--- src/rtl/video_pattern_generator.sv ---
// Parametrised test-pattern source: one pixel per accepted VideoReady cycle,
// raster counters, four pattern modes and a palette of up to four colours.
module video_pattern_generator #(
    parameter int                     H_ACTIVE    = 800,
    parameter int                     V_ACTIVE    = 600,
    parameter int                     PIXEL_WIDTH = 24,
    parameter int                     BAR_LOG2    = 6,
    parameter int                     NUM_COLORS  = 2,
    parameter logic [PIXEL_WIDTH-1:0] COLOR0      = 24'h1ABC9C,
    parameter logic [PIXEL_WIDTH-1:0] COLOR1      = 24'hE67E22,
    parameter logic [PIXEL_WIDTH-1:0] COLOR2      = 24'hF1C40F,
    parameter logic [PIXEL_WIDTH-1:0] COLOR3      = 24'hC0392B
) (
    input  logic                   Clock,
    input  logic                   Reset_n,
    input  logic                   VideoReady,
    input  logic [1:0]             Mode,
    output logic [PIXEL_WIDTH-1:0] video,
    output logic                   StartOfFrame,
    output logic                   EndOfLine,
    output logic                   EndOfFrame,
    output logic [7:0]             FrameCount
);

    localparam int XW = $clog2(H_ACTIVE);
    localparam int YW = $clog2(V_ACTIVE);
    localparam int TW = (BAR_LOG2 > 0) ? BAR_LOG2 : 1;

    localparam logic [XW-1:0] X_LAST   = XW'(H_ACTIVE - 1);
    localparam logic [YW-1:0] Y_LAST   = YW'(V_ACTIVE - 1);
    // A bar ends where the low BAR_LOG2 bits of the coordinate are all ones;
    // a mask wider than the counter only matches at the line/frame end.
    localparam logic [XW-1:0] X_MASK   = XW'((1 << BAR_LOG2) - 1);
    localparam logic [YW-1:0] Y_MASK   = YW'((1 << BAR_LOG2) - 1);
    localparam logic [TW-1:0] T_LAST   = TW'((1 << BAR_LOG2) - 1);
    localparam logic [1:0]    IDX_LAST = 2'(NUM_COLORS - 1);

    logic [XW-1:0]          r_x;
    logic [YW-1:0]          r_y;
    logic [TW-1:0]          r_tcnt;
    logic [1:0]             r_t_idx;
    logic [1:0]             r_x_bar;
    logic [1:0]             r_y_bar;
    logic                   r_x_tog;
    logic                   r_y_tog;
    logic [1:0]             r_mode;
    logic [7:0]             r_frame_cnt;

    logic                   w_eol;
    logic                   w_eof;
    logic                   w_x_edge;
    logic                   w_y_edge;
    logic [1:0]             w_color_idx;
    logic [PIXEL_WIDTH-1:0] w_pixel;

    function automatic logic [1:0] idx_inc(input logic [1:0] i);
        return (i == IDX_LAST) ? 2'd0 : i + 2'd1;
    endfunction

    assign w_eol    = (r_x == X_LAST);
    assign w_eof    = w_eol && (r_y == Y_LAST);
    assign w_x_edge = ((r_x & X_MASK) == X_MASK);
    assign w_y_edge = ((r_y & Y_MASK) == Y_MASK);

    always_ff @(posedge Clock or negedge Reset_n) begin
        if (!Reset_n) begin
            r_x         <= '0;
            r_y         <= '0;
            r_tcnt      <= '0;
            r_t_idx     <= 2'd0;
            r_x_bar     <= 2'd0;
            r_y_bar     <= 2'd0;
            r_x_tog     <= 1'b0;
            r_y_tog     <= 1'b0;
            r_mode      <= 2'd0;
            r_frame_cnt <= 8'd0;
        end else if (VideoReady) begin
            // Temporal index runs across lines and frames, never cleared.
            if (r_tcnt == T_LAST) begin
                r_tcnt  <= '0;
                r_t_idx <= idx_inc(r_t_idx);
            end else begin
                r_tcnt  <= r_tcnt + 1'b1;
            end

            if (w_eol) begin
                r_x     <= '0;
                r_x_bar <= 2'd0;
                r_x_tog <= 1'b0;
                if (w_eof) begin
                    r_y         <= '0;
                    r_y_bar     <= 2'd0;
                    r_y_tog     <= 1'b0;
                    r_mode      <= Mode;
                    r_frame_cnt <= r_frame_cnt + 8'd1;
                end else begin
                    r_y <= r_y + 1'b1;
                    if (w_y_edge) begin
                        r_y_bar <= idx_inc(r_y_bar);
                        r_y_tog <= ~r_y_tog;
                    end
                end
            end else begin
                r_x <= r_x + 1'b1;
                if (w_x_edge) begin
                    r_x_bar <= idx_inc(r_x_bar);
                    r_x_tog <= ~r_x_tog;
                end
            end
        end
    end

    // Checkerboard reuses the palette path: index 0/1 selects COLOR0/COLOR1.
    always_comb begin
        w_color_idx = 2'd0;
        case (r_mode)
            2'd0:    w_color_idx = r_t_idx;
            2'd1:    w_color_idx = r_x_bar;
            2'd2:    w_color_idx = r_y_bar;
            default: w_color_idx = {1'b0, r_x_tog ^ r_y_tog};
        endcase
    end

    always_comb begin
        w_pixel = COLOR0;
        case (w_color_idx)
            2'd0:    w_pixel = COLOR0;
            2'd1:    w_pixel = COLOR1;
            2'd2:    w_pixel = COLOR2;
            default: w_pixel = COLOR3;
        endcase
    end

    assign video        = w_pixel;
    assign StartOfFrame = (r_x == '0) && (r_y == '0);
    assign EndOfLine    = w_eol;
    assign EndOfFrame   = w_eof;
    assign FrameCount   = r_frame_cnt;

endmodule

--- config.mk ---
export PLATFORM = sky130hd
export DESIGN_NAME = video_pattern_generator
export DESIGN_NICKNAME = d
export VERILOG_FILES = /design/src/rtl/video_pattern_generator.sv
export SDC_FILE = /design/constraint.sdc
export NUM_CORES = 1
export LEC_CHECK = 0
export BUFFER_PORTS_ARGS = -buffer_cell sky130_fd_sc_hd__clkbuf_2
export CAP_MARGIN = 20
export CORE_ASPECT_RATIO = 0.75
export CORE_MARGIN = 2
export CORE_UTILIZATION = 40
export CTS_CLUSTER_SIZE = 24
export DETAILED_ROUTE_END_ITERATION = 8
export GPL_TIMING_DRIVEN = 1
export HOLD_SLACK_MARGIN = 0.03
export PLACE_DENSITY = 0.7
export REMOVE_ABC_BUFFERS = 1
export SLEW_MARGIN = 40
export SYNTH_ARGS = -nofsm -noshare
export SYNTH_HDL_FRONTEND = slang
export SYNTH_SLANG_ARGS = --single-unit
--- constraint.sdc ---
create_clock -name Clock -period 2.1 [get_ports Clock]
set_input_delay 0.315 -clock Clock [delete_from_list [all_inputs] [get_ports Clock]]
set_output_delay 0.315 -clock Clock [all_outputs]
set_load 0.02 [all_outputs]
== Word-level counts from Yosys, hierarchy flattened ==
Cells that the tools add are included.

* Shift-type cells: 0
* Equal/unequal tests: 12
* Multiply operators: 0
* Divide/modulo/power cells: 0
* Add/sub/neg operators: 7
* Bitwise operators: 3
* Mux-type cells: 16
* Magnitude comparators: 0
* Reductions and logical operators: 13

{| class="wikitable"
|+ Operators by type and width
! operator !! count
|-
| one-hot mux 24 bit (3 select lines) || 1
|-
| adder 10 x 1 -> 10 bit, second input constant || 2
|-
| equality test 10 bit, second input constant || 2
|-
| zero test 10 bit || 2
|-
| 2-to-1 mux 10 bit || 2
|-
| equality test 6 bit, second input constant || 3
|-
| 2-to-1 mux 2 bit || 7
|-
| equality test 2 x 1 -> 1 bit, second input constant || 5
|-
| adder 8 x 1 -> 8 bit, second input constant || 1
|-
| adder 2 x 1 -> 2 bit, second input constant || 3
|-
| adder 6 x 1 -> 6 bit, second input constant || 1
|-
| 2-to-1 mux 6 bit || 1
|-
| one-hot mux 2 bit (3 select lines) || 1
|-
| AND reduction 2 bit || 3
|-
| AND reduction 3 bit || 2
|-
| equality test 2 bit, second input constant || 2
|-
| zero test 2 bit || 2
|-
| 2-to-1 mux 1 bit || 4
|-
| nonzero test 2 bit || 2
|-
| logical AND 1 bit || 2
|-
| NOT 1 bit || 2
|-
| XOR 1 bit || 1
|}

* Word-level logic and storage cells: 61
* ROM bits: 0
* Register bits: 44
* Input port bits: 5
* Memory bits (writable): 0
* Memories kept: 0
* Latch bits: 0

== Logic depth before layout (Yosys ltp) ==
Gate-level depths: netlist of the first run.

* Depth after elaboration: 4
* Mapped depth: 8
* Depth with buffers taken out: 7

== Worst setup path before layout of the first run ==
OpenSTA, ideal clock, no wires.

* Kind: register to output
* From: reg r_x[5]
* To: out EndOfFrame
* Required time: 1.785 ns
* Buffers on the path: 1
* Slack: -0.099 ns
* Cell stages (with the launch flop): 5
* Arrival: 1.884 ns
* Path through: dfrtp_1 -> or3_1 -> buf_2 -> nor3_1 -> and4_1

* Longest elaborated chain between the ends: 2

{| class="wikitable"
|+ RTL lines
! item !! RTL line !! RTL
|-
| start: declaration || 38 || <nowiki>logic [XW-1:0] r_x;</nowiki>
|-
| start signal: assignment || 104 || <nowiki>r_x <= r_x + 1'b1;</nowiki>
|-
| equality test 10 bit || 60 || <nowiki>assign w_eol = (r_x == X_LAST);</nowiki>
|-
| named net EndOfLine || 20 || <nowiki>output logic EndOfLine,</nowiki>
|-
| logical AND 1 bit || 61 || <nowiki>assign w_eof = w_eol && (r_y == Y_LAST);</nowiki>
|-
| end: declaration || 21 || <nowiki>output logic EndOfFrame,</nowiki>
|}

The timed path passes the listed nets, and every way through them passes these cells.

== Worst setup path after layout of the first run ==
* From: reg r_mode[0]
* To: out video[17]

* Longest elaborated chain between the ends: 4

{| class="wikitable"
|+ RTL lines
! item !! RTL line !! RTL
|-
| start: declaration || 46 || <nowiki>logic [1:0] r_mode;</nowiki>
|-
| start signal: assignment || 94 || <nowiki>r_mode <= Mode;</nowiki>
|-
| equality test 2 bit (tied with other cells) || 116 || <nowiki>case (r_mode)</nowiki>
|-
| one-hot mux 2 bit (3 select lines) * || 116 ||
|-
| equality test 2 bit (tied with other cells) || 126 || <nowiki>case (w_color_idx)</nowiki>
|-
| one-hot mux 24 bit (3 select lines) * || 126 ||
|-
| end: declaration || 18 || <nowiki>output logic [PIXEL_WIDTH-1:0] video,</nowiki>
|}

Every way passes the cells marked *; elsewhere a longest branch is shown, timed or not.

==> impl_metrics.yaml, run 1 <==
worst_setup_path:
  crit_start: "r_mode[0]$_DFFE_PN0P_"
  crit_arrival_ns: 1.92
  worstPathRequired_ns: 1.78
  endpoint_kind: "output port"
  cp_slowest_cell: "dfrtp_2"
  startpoint_type: "register"
  criticalPathCategory: "reg2out"
  worst-r2r-cell-count: 4
  crit_top_cell: "buf_4"
  reg2reg_slack_ns: 0.17
  r2r-start: "r_x[5]$_DFFE_PN0P_"
  cp_cell_sequence: "buf_12, o211ai_1, o21ai_1, buf_4, ha_4, nor2_2, nor2_1, buf_4"
  path_max_fanout: 5
  r2r-end: "r_y[9]$_DFFE_PN0P_"
  setup.worst_path.end: "video[17]"
  critPathMaxStageDelay_ns: 0.44
placed_design:
  dp_hpwl_um: 3316
  portBuffers: 38
  dp_slack_ns: 0.09364
  routabilityCongestion: 0.7970
routing:
  routedWlPerCell_um: 13.81
  via_count: 1848
  drt_iter0_markers: 97
  wl_um: 4986
  drt.antenna.violating_nets: 0
  routed_via_density: 5.119
  drt-pass1-iter-count: 4
  drc: 0
sta:
  skew_ns: 0.01184
  final-setup-viol-count: 14
  fin_crit_ns: 2.234
  max_clock_freq_mhz: 447.6
  rsz0062_at_grt: "yes"
  finalSetupTns_ns: -0.8603
  maxSlewViolCount: 0
  hold_viol: 0
  fin_crit_sh_pct: 106.4
  fin_ws_ns: -0.1342
synth:
  synth_edf_count: 0
  yosysTopAreaCell: "dfrtp_1"
  synthMostInstantiatedCell: "dfrtp_1"
  ys_seq_elements: 44
  ys_seq_area_share_pct: 47.03
  ys_top_cells_by_area: "dfrtp_1, ha_1, xnor2_1, buf_4, nand2_1"
  synth_common_cells: "dfrtp_1, xnor2_1, nand2_1"
  ys.flop_type: "dfrtp_1"
  post_synth_num_cell_types: 42
  yosysWarnings: 0
  syn_area_sq_mm: 0.002341
  synth.avg_cell_area_sq_um: 10.13
  synth_top_area_share_pct: 47.03
  async_flop_share_pct: 100.0
  postSynthCellCount: 231
clock_tree:
  clk_path_buf_depth: 2
  cts_tree: "built"
  cts_root_buf: "clkbuf_8"
  clock_latency_ns: 0.31
  path_clk_slew_ns: 0.09
  clkSinkCount: 44
  cts_buffers: 5
  cts_htree_levels: 2
global_routing:
  first_global_vias: 1744
  antenna_found_initial: 0
  grt_max_degree: 45
  gr-total-overflow: 0
  track_usage_pct: 15.75
  grt_pass1_wl_um: 8024
final_layout:
  post-route-util_pct: 54.82
  layout.nets: 301
  seq_area_sq_mm: 0.001104
  diodes: 0
  n_fill_cell: 509
  area_growth_pct: 34.31
  drive_gt1_share_pct: 34.98
  multiInputGateArea_sq_mm: 0.001192
run_status:
  violations: "negative setup slack"
  status: "complete, but fails checks"
floorplan:
  rows: 24
  die_h_um: 70.25
  initial_utilization_pct: 40.82
  io_pins: 40
  die_area_sq_mm: 0.006487
  die_w_um: 92.34
  core_sq_mm: 0.005736
power_and_ir_drop:
  leakage_nw: 1.461
  ir_worst_vdd_mv: 0.2492
  power.density_mw_per_mm2: 791.6
flow_run:
  maxCapViolations: 0
min_path:
  min_path_type: "in2reg"
cells in the final DEF, fill, tap and decap left out, drive strengths merged, types with 2 or more instances in the layout:
cell    count
mux2        4
inv        15
xnor2      20
o21ai       9
and4        3
buf        47
dfrtp      44
ha         14
nand3       7
nor2       10
clkbuf     19
a21oi       7
mux2i       3
nand2      19
nor4        5
nor3        4
xor2        4
o31ai       3
and3        9
o21a        2
or3         3
nand4      11
clkinv      2
o22ai       3
nor2b       2
registers in the layout, summed over array words and instances, names as in the netlist:
register    cells
r_y            10
r_x_tog         1
r_x_bar         2
FrameCount      8
r_y_tog         1
r_mode          2
r_tcnt          6
r_x            10
r_t_idx         2
r_y_bar         2
critical path: cells and delay by family (launching register included):
family	cells	cell delay [ns]
flops	1	0.44
fa+ha+maj	1	0.17
compound gates	2	0.37
simple gates	2	0.16
buf+inv	3	0.46
per-layer routing:
| layer | wire length [um] | global-route usage [%] | up-vias |
|---|---|---|---|
| met5 | 0 | 0 | - |
| met4 | 56 | 6.633 | 0 |
| met3 | 204 | 3.991 | 5 |
| met2 | 2364 | 25.14 | 48 |
| met1 | 2361 | 20.45 | 900 |
| li1 | - | - | 895 |
cell type report:
class                   instances  area share (%)
multi-input cells             154           37.92
flip-flops and latches         44           35.10
repair buffers                 62           18.07
well taps                      78           3.104
clock buffers                   5           2.189
inverters                      15           2.109
clock inverters                 3           1.512
how the worst min path moves through the flow:
stage | start | to | depth (start not counted)
floorplan | Reset_n | FrameCount[0]$_DFFE_PN0P_ | 0
global placement | Reset_n | FrameCount[6]$_DFFE_PN0P_ | 2
detailed placement | Reset_n | FrameCount[6]$_DFFE_PN0P_ | 2
CTS | Mode[1] | r_mode[1]$_DFFE_PN0P_ | 2
global route | Mode[1] | r_mode[1]$_DFFE_PN0P_ | 2
finish | Mode[1] | r_mode[1]$_DFFE_PN0P_ | 2
metrics by stage:
stage	total power (W)	hold WS [ns]	instances	instance area, sq um
2_1_floorplan	0.001443	0.01941	213	2228
3_3_place_gp	0.001600	0.3148	340	2611
3_5_place_dp	0.001622	0.3117	340	2611
4_1_cts	0.002394	0.2024	357	2977
5_1_grt	0.002614	0.2132	361	3144
6_report	0.002489	0.2056	361	3144
report_power, final:
| group | internal, W | total [W] | switching, W | leakage [nW] |
|---|---|---|---|---|
| Sequential | 0.000964 | 0.00109 | 0.000127 | 0.569 |
| Clock | 0.000358 | 0.000671 | 0.000312 | 0.0583 |
| Combinational | 0.000365 | 0.000728 | 0.000363 | 0.834 |
kinds of logic (layout without fill, tap and decap cells):
kind of cell,count (synthesis),in the layout,synth area share [%]
multiplexers,7,7,3.207
adder cells (fa/ha/maj),14,14,7.483
XOR/XNOR,24,24,8.979
flip-flops,44,44,47.03
other,1,1,0.1602
buffers and inverters,33,85,7.215
AND/OR/NAND/NOR,78,78,18.07
AO/OA/AOI/OAI,30,30,7.857
timing repair:
action	in CTS	in global routing
setup buffers	8	4
hold endpoints to repair	44	0
gates resized for setup	43	57
pin swaps	6	6
hold buffers	1	0
setup endpoints to repair	21	24
Note: power is estimated with default switching activity, not from simulation.
==> run 2, diff against run 1 <==
Settings changed: RECOVER_POWER set to 50.
Clock period 2.1 ns to 1.8 ns, I/O delays scaled along.
==> run 2 against run 1 <==
The run still ends with negative setup slack left. Via count is 5.6% higher. Global-route usage rose by 1.8 points. Register-to-register slack worse by 0.28 ns. Final cell count up 6.1%. Core utilization rose by 5.6 points. Combinational power up 30%. Total power rose by 21%. Critical path type unchanged. Critical endpoint is now video[9].
==> impl_metrics.yaml, run 2 (synthesis results as in run 1) <==
final_layout:
  final_common_cell: "dfrtp_1"
  drive_gt1_share_pct: 47.21
  layout.nets: 323
  area_growth_pct: 48.10
  fin_area_sq_mm: 0.003467
  diodes: 0
  final_cell_mix: "dfrtp_1, buf_4, xnor2_1"
  post-route-util_pct: 60.45
worst_setup_path:
  endpoint_kind: "output port"
  criticalPathCategory: "reg2out"
  crit_arrival_ns: 1.95
  path_max_fanout: 4
  worstPathRequired_ns: 1.53
  startpoint_type: "register"
global_routing:
  first_global_vias: 1835
  track_usage_pct: 17.54
  antenna_found_initial: 0
  grt_pass1_wl_um: 8935
  gr-total-overflow: 0
  grt_max_degree: 45
placed_design:
  dp_hpwl_um: 3259
  postPlaceCellArea_sq_mm: 0.002734
  portBuffers: 38
  routabilityCongestion: 0.7975
  dp_slack_ns: -0.1599
routing:
  drt-pass1-iter-count: 4
  routed_via_density: 5.094
  drt.antenna.violating_nets: 0
  via_count: 1951
  drc: 0
  routedWlPerCell_um: 14.46
  drt_iter0_markers: 78
  wl_um: 5539
sta:
  skew_ns: 0.01328
  worst_slew_pin_slew_ns: 1.079
  fin_ws_ns: -0.4163
  max_clock_freq_mhz: 451.2
  fin_crit_sh_pct: 123.1
  rsz0062_at_grt: "yes"
  fin_crit_ns: 2.216
  final-setup-viol-count: 43
  hold_viol: 0
  finalSetupTns_ns: -8.669
  maxSlewViolCount: 0
  max-slew-margin-rel_pct: 28.09
power_and_ir_drop:
  leakage_nw: 1.673
  p_int_w: 0.002032
  switching_share_pct: 32.32
  clkPwrFrac_pct: 26.5
  power_frac_comb_pct: 31.5
  p_switching_w: 0.0009704
  seqPwrFrac_pct: 42.1
  power.density_mw_per_mm2: 865.9
  ir_worst_vdd_mv: 0.3286
clock_tree:
  cts_root_buf: "clkbuf_8"
  cts_htree_levels: 2
  cts_hold_buf: 0
  cts_tree: "built"
  clkSinkCount: 44
  cts_buffers: 5
  path_clk_slew_ns: 0.10
  clk_path_buf_depth: 2
  clock_latency_ns: 0.31
floorplan:
  core_sq_mm: 0.005736
  initial_utilization_pct: 40.82
  io_pins: 40
  die_w_um: 92.34
  die_h_um: 70.25
  rows: 24
  die_area_sq_mm: 0.006487
min_path:
  min_path_type: "in2reg"
run_status:
  violations: "negative setup slack"
  status: "complete, but fails checks"
flow_run:
  maxCapViolations: 0
-- run 2: changes by cell type in the layout (fill, tap and decap cells not counted), sizes merged --
cell	change
buf	+12
clkbuf	+11
clkinv	-2
clkinvlp	+1
dlygate4sd3	-1
inv	+1
-- run 2: path summary, 6_finish.rpt --
check,from,end,slack (ns),cells past startpoint
max in group asynchronous,Reset_n,r_x[2]$_DFFE_PN0P_,0.84,2
min reg2reg,FrameCount[7]$_DFFE_PN0P_,FrameCount[7]$_DFFE_PN0P_,0.48,1
min,Mode[0],r_mode[0]$_DFFE_PN0P_,0.19,2
max,r_mode[0]$_DFFE_PN0P_,video[9],-0.42,7
min in group asynchronous,Reset_n,FrameCount[7]$_DFFE_PN0P_,0.22,2
max reg2reg,r_x[7]$_DFFE_PN0P_,FrameCount[3]$_DFFE_PN0P_,-0.11,7
-- run 2: critical path: stages, from the launching register on --
cell      delay [ns]
dfrtp_1         0.43
buf_4           0.15
o211ai_1        0.27
o21ai_2         0.16
buf_6           0.16
buf_4           0.13
ha_2            0.18
buf_2           0.16
-- run 2: repair_timing --
action | 4_1_cts | 5_1_grt
buffers inserted | 12 | 8
pin swaps | 24 | 15
gates cloned | 1 | 0
endpoints found under the setup margin | 42 | 49
gates resized for setup | 72 | 61
-- run 2: power groups by stage --
stage | registers [W] | logic [W] | clock network, W
2_1_floorplan | 0.00125 | 0.000430 | 0
3_3_place_gp | 0.00127 | 0.000644 | 0
3_5_place_dp | 0.00128 | 0.000657 | 0
4_1_cts | 0.00126 | 0.000856 | 0.000811
5_1_grt | 0.00128 | 0.00103 | 0.000854
6_report | 0.00126 | 0.000945 | 0.000794
-- run 2: layout make-up --
class | count | area, sq um
sequential | 44 | 1104
timing repair buffer | 84 | 779.5
fill | 431 | 2268
tap | 78 | 97.59
inverter | 15 | 63.81
clock buffer | 5 | 68.82
multi-input combinational | 154 | 1308
clock inverter | 3 | 46.29
-- run 2: through the flow --
step / std cells / hold WS [ns] / power (W)
3_3_place_gp: 358 / 0.3814 / 0.001916
3_5_place_dp: 358 / 0.3835 / 0.001933
6_report: 383 / 0.1866 / 0.003002
2_1_floorplan: 213 / -0.02559 / 0.001684
4_1_cts: 377 / 0.04163 / 0.002922
5_1_grt: 383 / 0.1812 / 0.003165
-- run 2: routing by layer --
| metal | track usage, % | wire length (um) |
|---|---|---|
| met3 | 4.962 | 218 |
| met2 | 28.30 | 2759 |
| met1 | 23.48 | 2518 |
| met5 | 0 | 0 |
| met4 | 4.312 | 43 |
==> run 3, diff against run 2 <==
Settings changed: CORE_UTILIZATION 40 to 50, PLACE_DENSITY 0.7 to 0.83, SETUP_SLACK_MARGIN set to 0.2.
==> run 3 against run 2 <==
The run still ends with negative setup slack left. Non-clock buffer count grew 13. Die area shrank 19%. Total power grew 8.1%. Register-to-register slack lost 0.09 ns. Critical path type unchanged. Fmax shrank 3.2%. Critical path depth grew 1. Count of clock-buffer cells in the layout is the same. Clock power grew 0.5%. Core utilization grew 23 points. Wire length grew 39%. Worst setup slack lost 0.074 ns.
==> impl_metrics.yaml, run 3 (synthesis results as in run 1) <==
global_routing:
  grt_util_met1_pct: 29.29
  antenna_found_initial: 0
  first_global_vias: 2211
  grt_use_met3_pct: 7.602
  gr-total-overflow: 0
  busiest_layer: "met2"
  track_usage_pct: 26.76
  grt_pass1_wl_um: 11010
  grt_max_degree: 27
  gr-usage-met2_pct: 48.39
sta:
  maxSlewViolCount: 0
  fin_crit_sh_pct: 127.2
  fin_ws_ns: -0.4900
  final-setup-viol-count: 50
  max_clock_freq_mhz: 436.7
  rsz0062_at_grt: "yes"
  skew_ns: 0.01093
  max-slew-margin-rel_pct: 32.91
  hold_viol: 0
  worst_slew_pin_slew_ns: 1.006
  fin_crit_ns: 2.290
final_layout:
  final_cell_count_no_fill: 375
  layout.nets: 336
  drive_gt1_share_pct: 53.14
  final_common_cell: "dfrtp_1"
  area_growth_pct: 60.13
  final_cell_mix: "dfrtp_1, buf_4, buf_6"
  diodes: 0
floorplan:
  rows: 21
  core_sq_mm: 0.004493
  die_h_um: 63.26
  io_pins: 40
  die_w_um: 83.01
  die_area_sq_mm: 0.005251
  initial_utilization_pct: 52.10
flow_run:
  maxCapViolations: 0
power_and_ir_drop:
  p_int_w: 0.002163
  leakage_nw: 1.772
  power_frac_comb_pct: 35.7
  ir_worst_vdd_mv: 0.6839
  p_switching_w: 0.001084
  switching_share_pct: 33.39
  seqPwrFrac_pct: 39.8
  power.density_mw_per_mm2: 866.1
  clkPwrFrac_pct: 24.6
placed_design:
  dp.cells: 333
  routabilityCongestion: 0.8847
  dp_slack_ns: -0.08661
  portBuffers: 38
  dp_hpwl_um: 3525
routing:
  drc: 0
  via_count: 2153
  wl_um: 7705
  routed_via_density: 5.741
  routedWlPerCell_um: 20.55
  drt.antenna.violating_nets: 0
  drt_iter0_markers: 177
  drt-pass1-iter-count: 4
clock_tree:
  clkSinkCount: 44
  cts_tree: "built"
  path_clk_slew_ns: 0.10
  cts_buffers: 5
  cts_root_buf: "clkbuf_8"
  cts_htree_levels: 2
  clk_path_buf_depth: 2
  clock_latency_ns: 0.32
worst_setup_path:
  startpoint_type: "register"
  worstPathRequired_ns: 1.53
  endpoint_kind: "output port"
  path_max_fanout: 4
  reg2reg_slack_ns: -0.20
  criticalPathCategory: "reg2out"
  crit_arrival_ns: 2.02
run_status:
  violations: "negative setup slack"
  status: "complete, but fails checks"
min_path:
  min_path_type: "in2reg"
## run 3: changes by cell type in the layout (fill, tap and decap cells not counted), sizes merged
cell,before,now
buf,59,77
clkbuf,30,24
dlygate4sd3,0,1
## run 3: what timing repair did
item / 4_1_cts / 5_1_grt
endpoints found under the hold margin: 18 / 0
pin swaps: 32 / 19
hold buffers: 1 / 0
cloned: 1 / 0
resized for setup: 105 / 75
setup endpoints to repair: 57 / 58
buffers inserted: 18 / 14
## run 3: stage by stage
stage | power, W | area (sq um) | hold slack [ns] | TNS [ns] | util [%]
6_report | 0.003247 | 3749 | 0.1934 | -12.53 | 83.43
5_1_grt | 0.003406 | 3749 | 0.1881 | -19.54 | 83.43
4_1_cts | 0.002971 | 3392 | 0.1765 | -6.742 | 75.49
3_5_place_dp | 0.001927 | 2690 | 0.2596 | -0.7203 | 59.87
3_3_place_gp | 0.001890 | 2690 | 0.2551 | -0.2636 | 59.87
2_1_floorplan | 0.001684 | 2228 | -0.02559 | -9.357 | -
## run 3: critical path, stage by stage (launching register included)
cell	delay, ns
dfrtp_1	0.46
mux2i_1	0.27
nor2_1	0.09
a31oi_2	0.20
inv_2	0.11
buf_6	0.15
ha_4	0.17
nor2_1	0.11
buf_4	0.15
## run 3: worst paths after layout
path	startpoint	to	cells past startpoint
worst max-delay path	r_mode[0]$_DFFE_PN0P_	video[17]	8
worst min-delay path	Mode[0]	r_mode[0]$_DFFE_PN0P_	2
worst max register to register	r_x[7]$_DFFE_PN0P_	FrameCount[3]$_DFFE_PN0P_	8
worst min register to register	FrameCount[7]$_DFFE_PN0P_	FrameCount[7]$_DFFE_PN0P_	1
max in group asynchronous	Reset_n	r_y[4]$_DFFE_PN0P_	3
min in group asynchronous	Reset_n	r_x[1]$_DFFE_PN0P_	2
## run 3: metal layers
metal,up-vias,routed length (um)
li1,961,-
met1,1064,2743
met2,101,4203
met3,27,447
met4,0,310
met5,-,0
## run 3: power by group through the flow
stage,registers [W],clock network (W),logic [W]
2_1_floorplan,0.00125,0,0.000430
3_3_place_gp,0.00128,0,0.000610
3_5_place_dp,0.00129,0,0.000639
4_1_cts,0.00127,0.000794,0.000910
5_1_grt,0.00130,0.000863,0.00124
6_report,0.00129,0.000798,0.00116
## run 3: cell type report
class	count	area, sq um
multi-input cells	154	1439
clock inverters	3	46.29
fillers	191	744.5
inverters	15	68.82
clock buffers	5	68.82
repair buffers	97	948.4
flip-flops and latches	44	1106
well taps	57	71.32
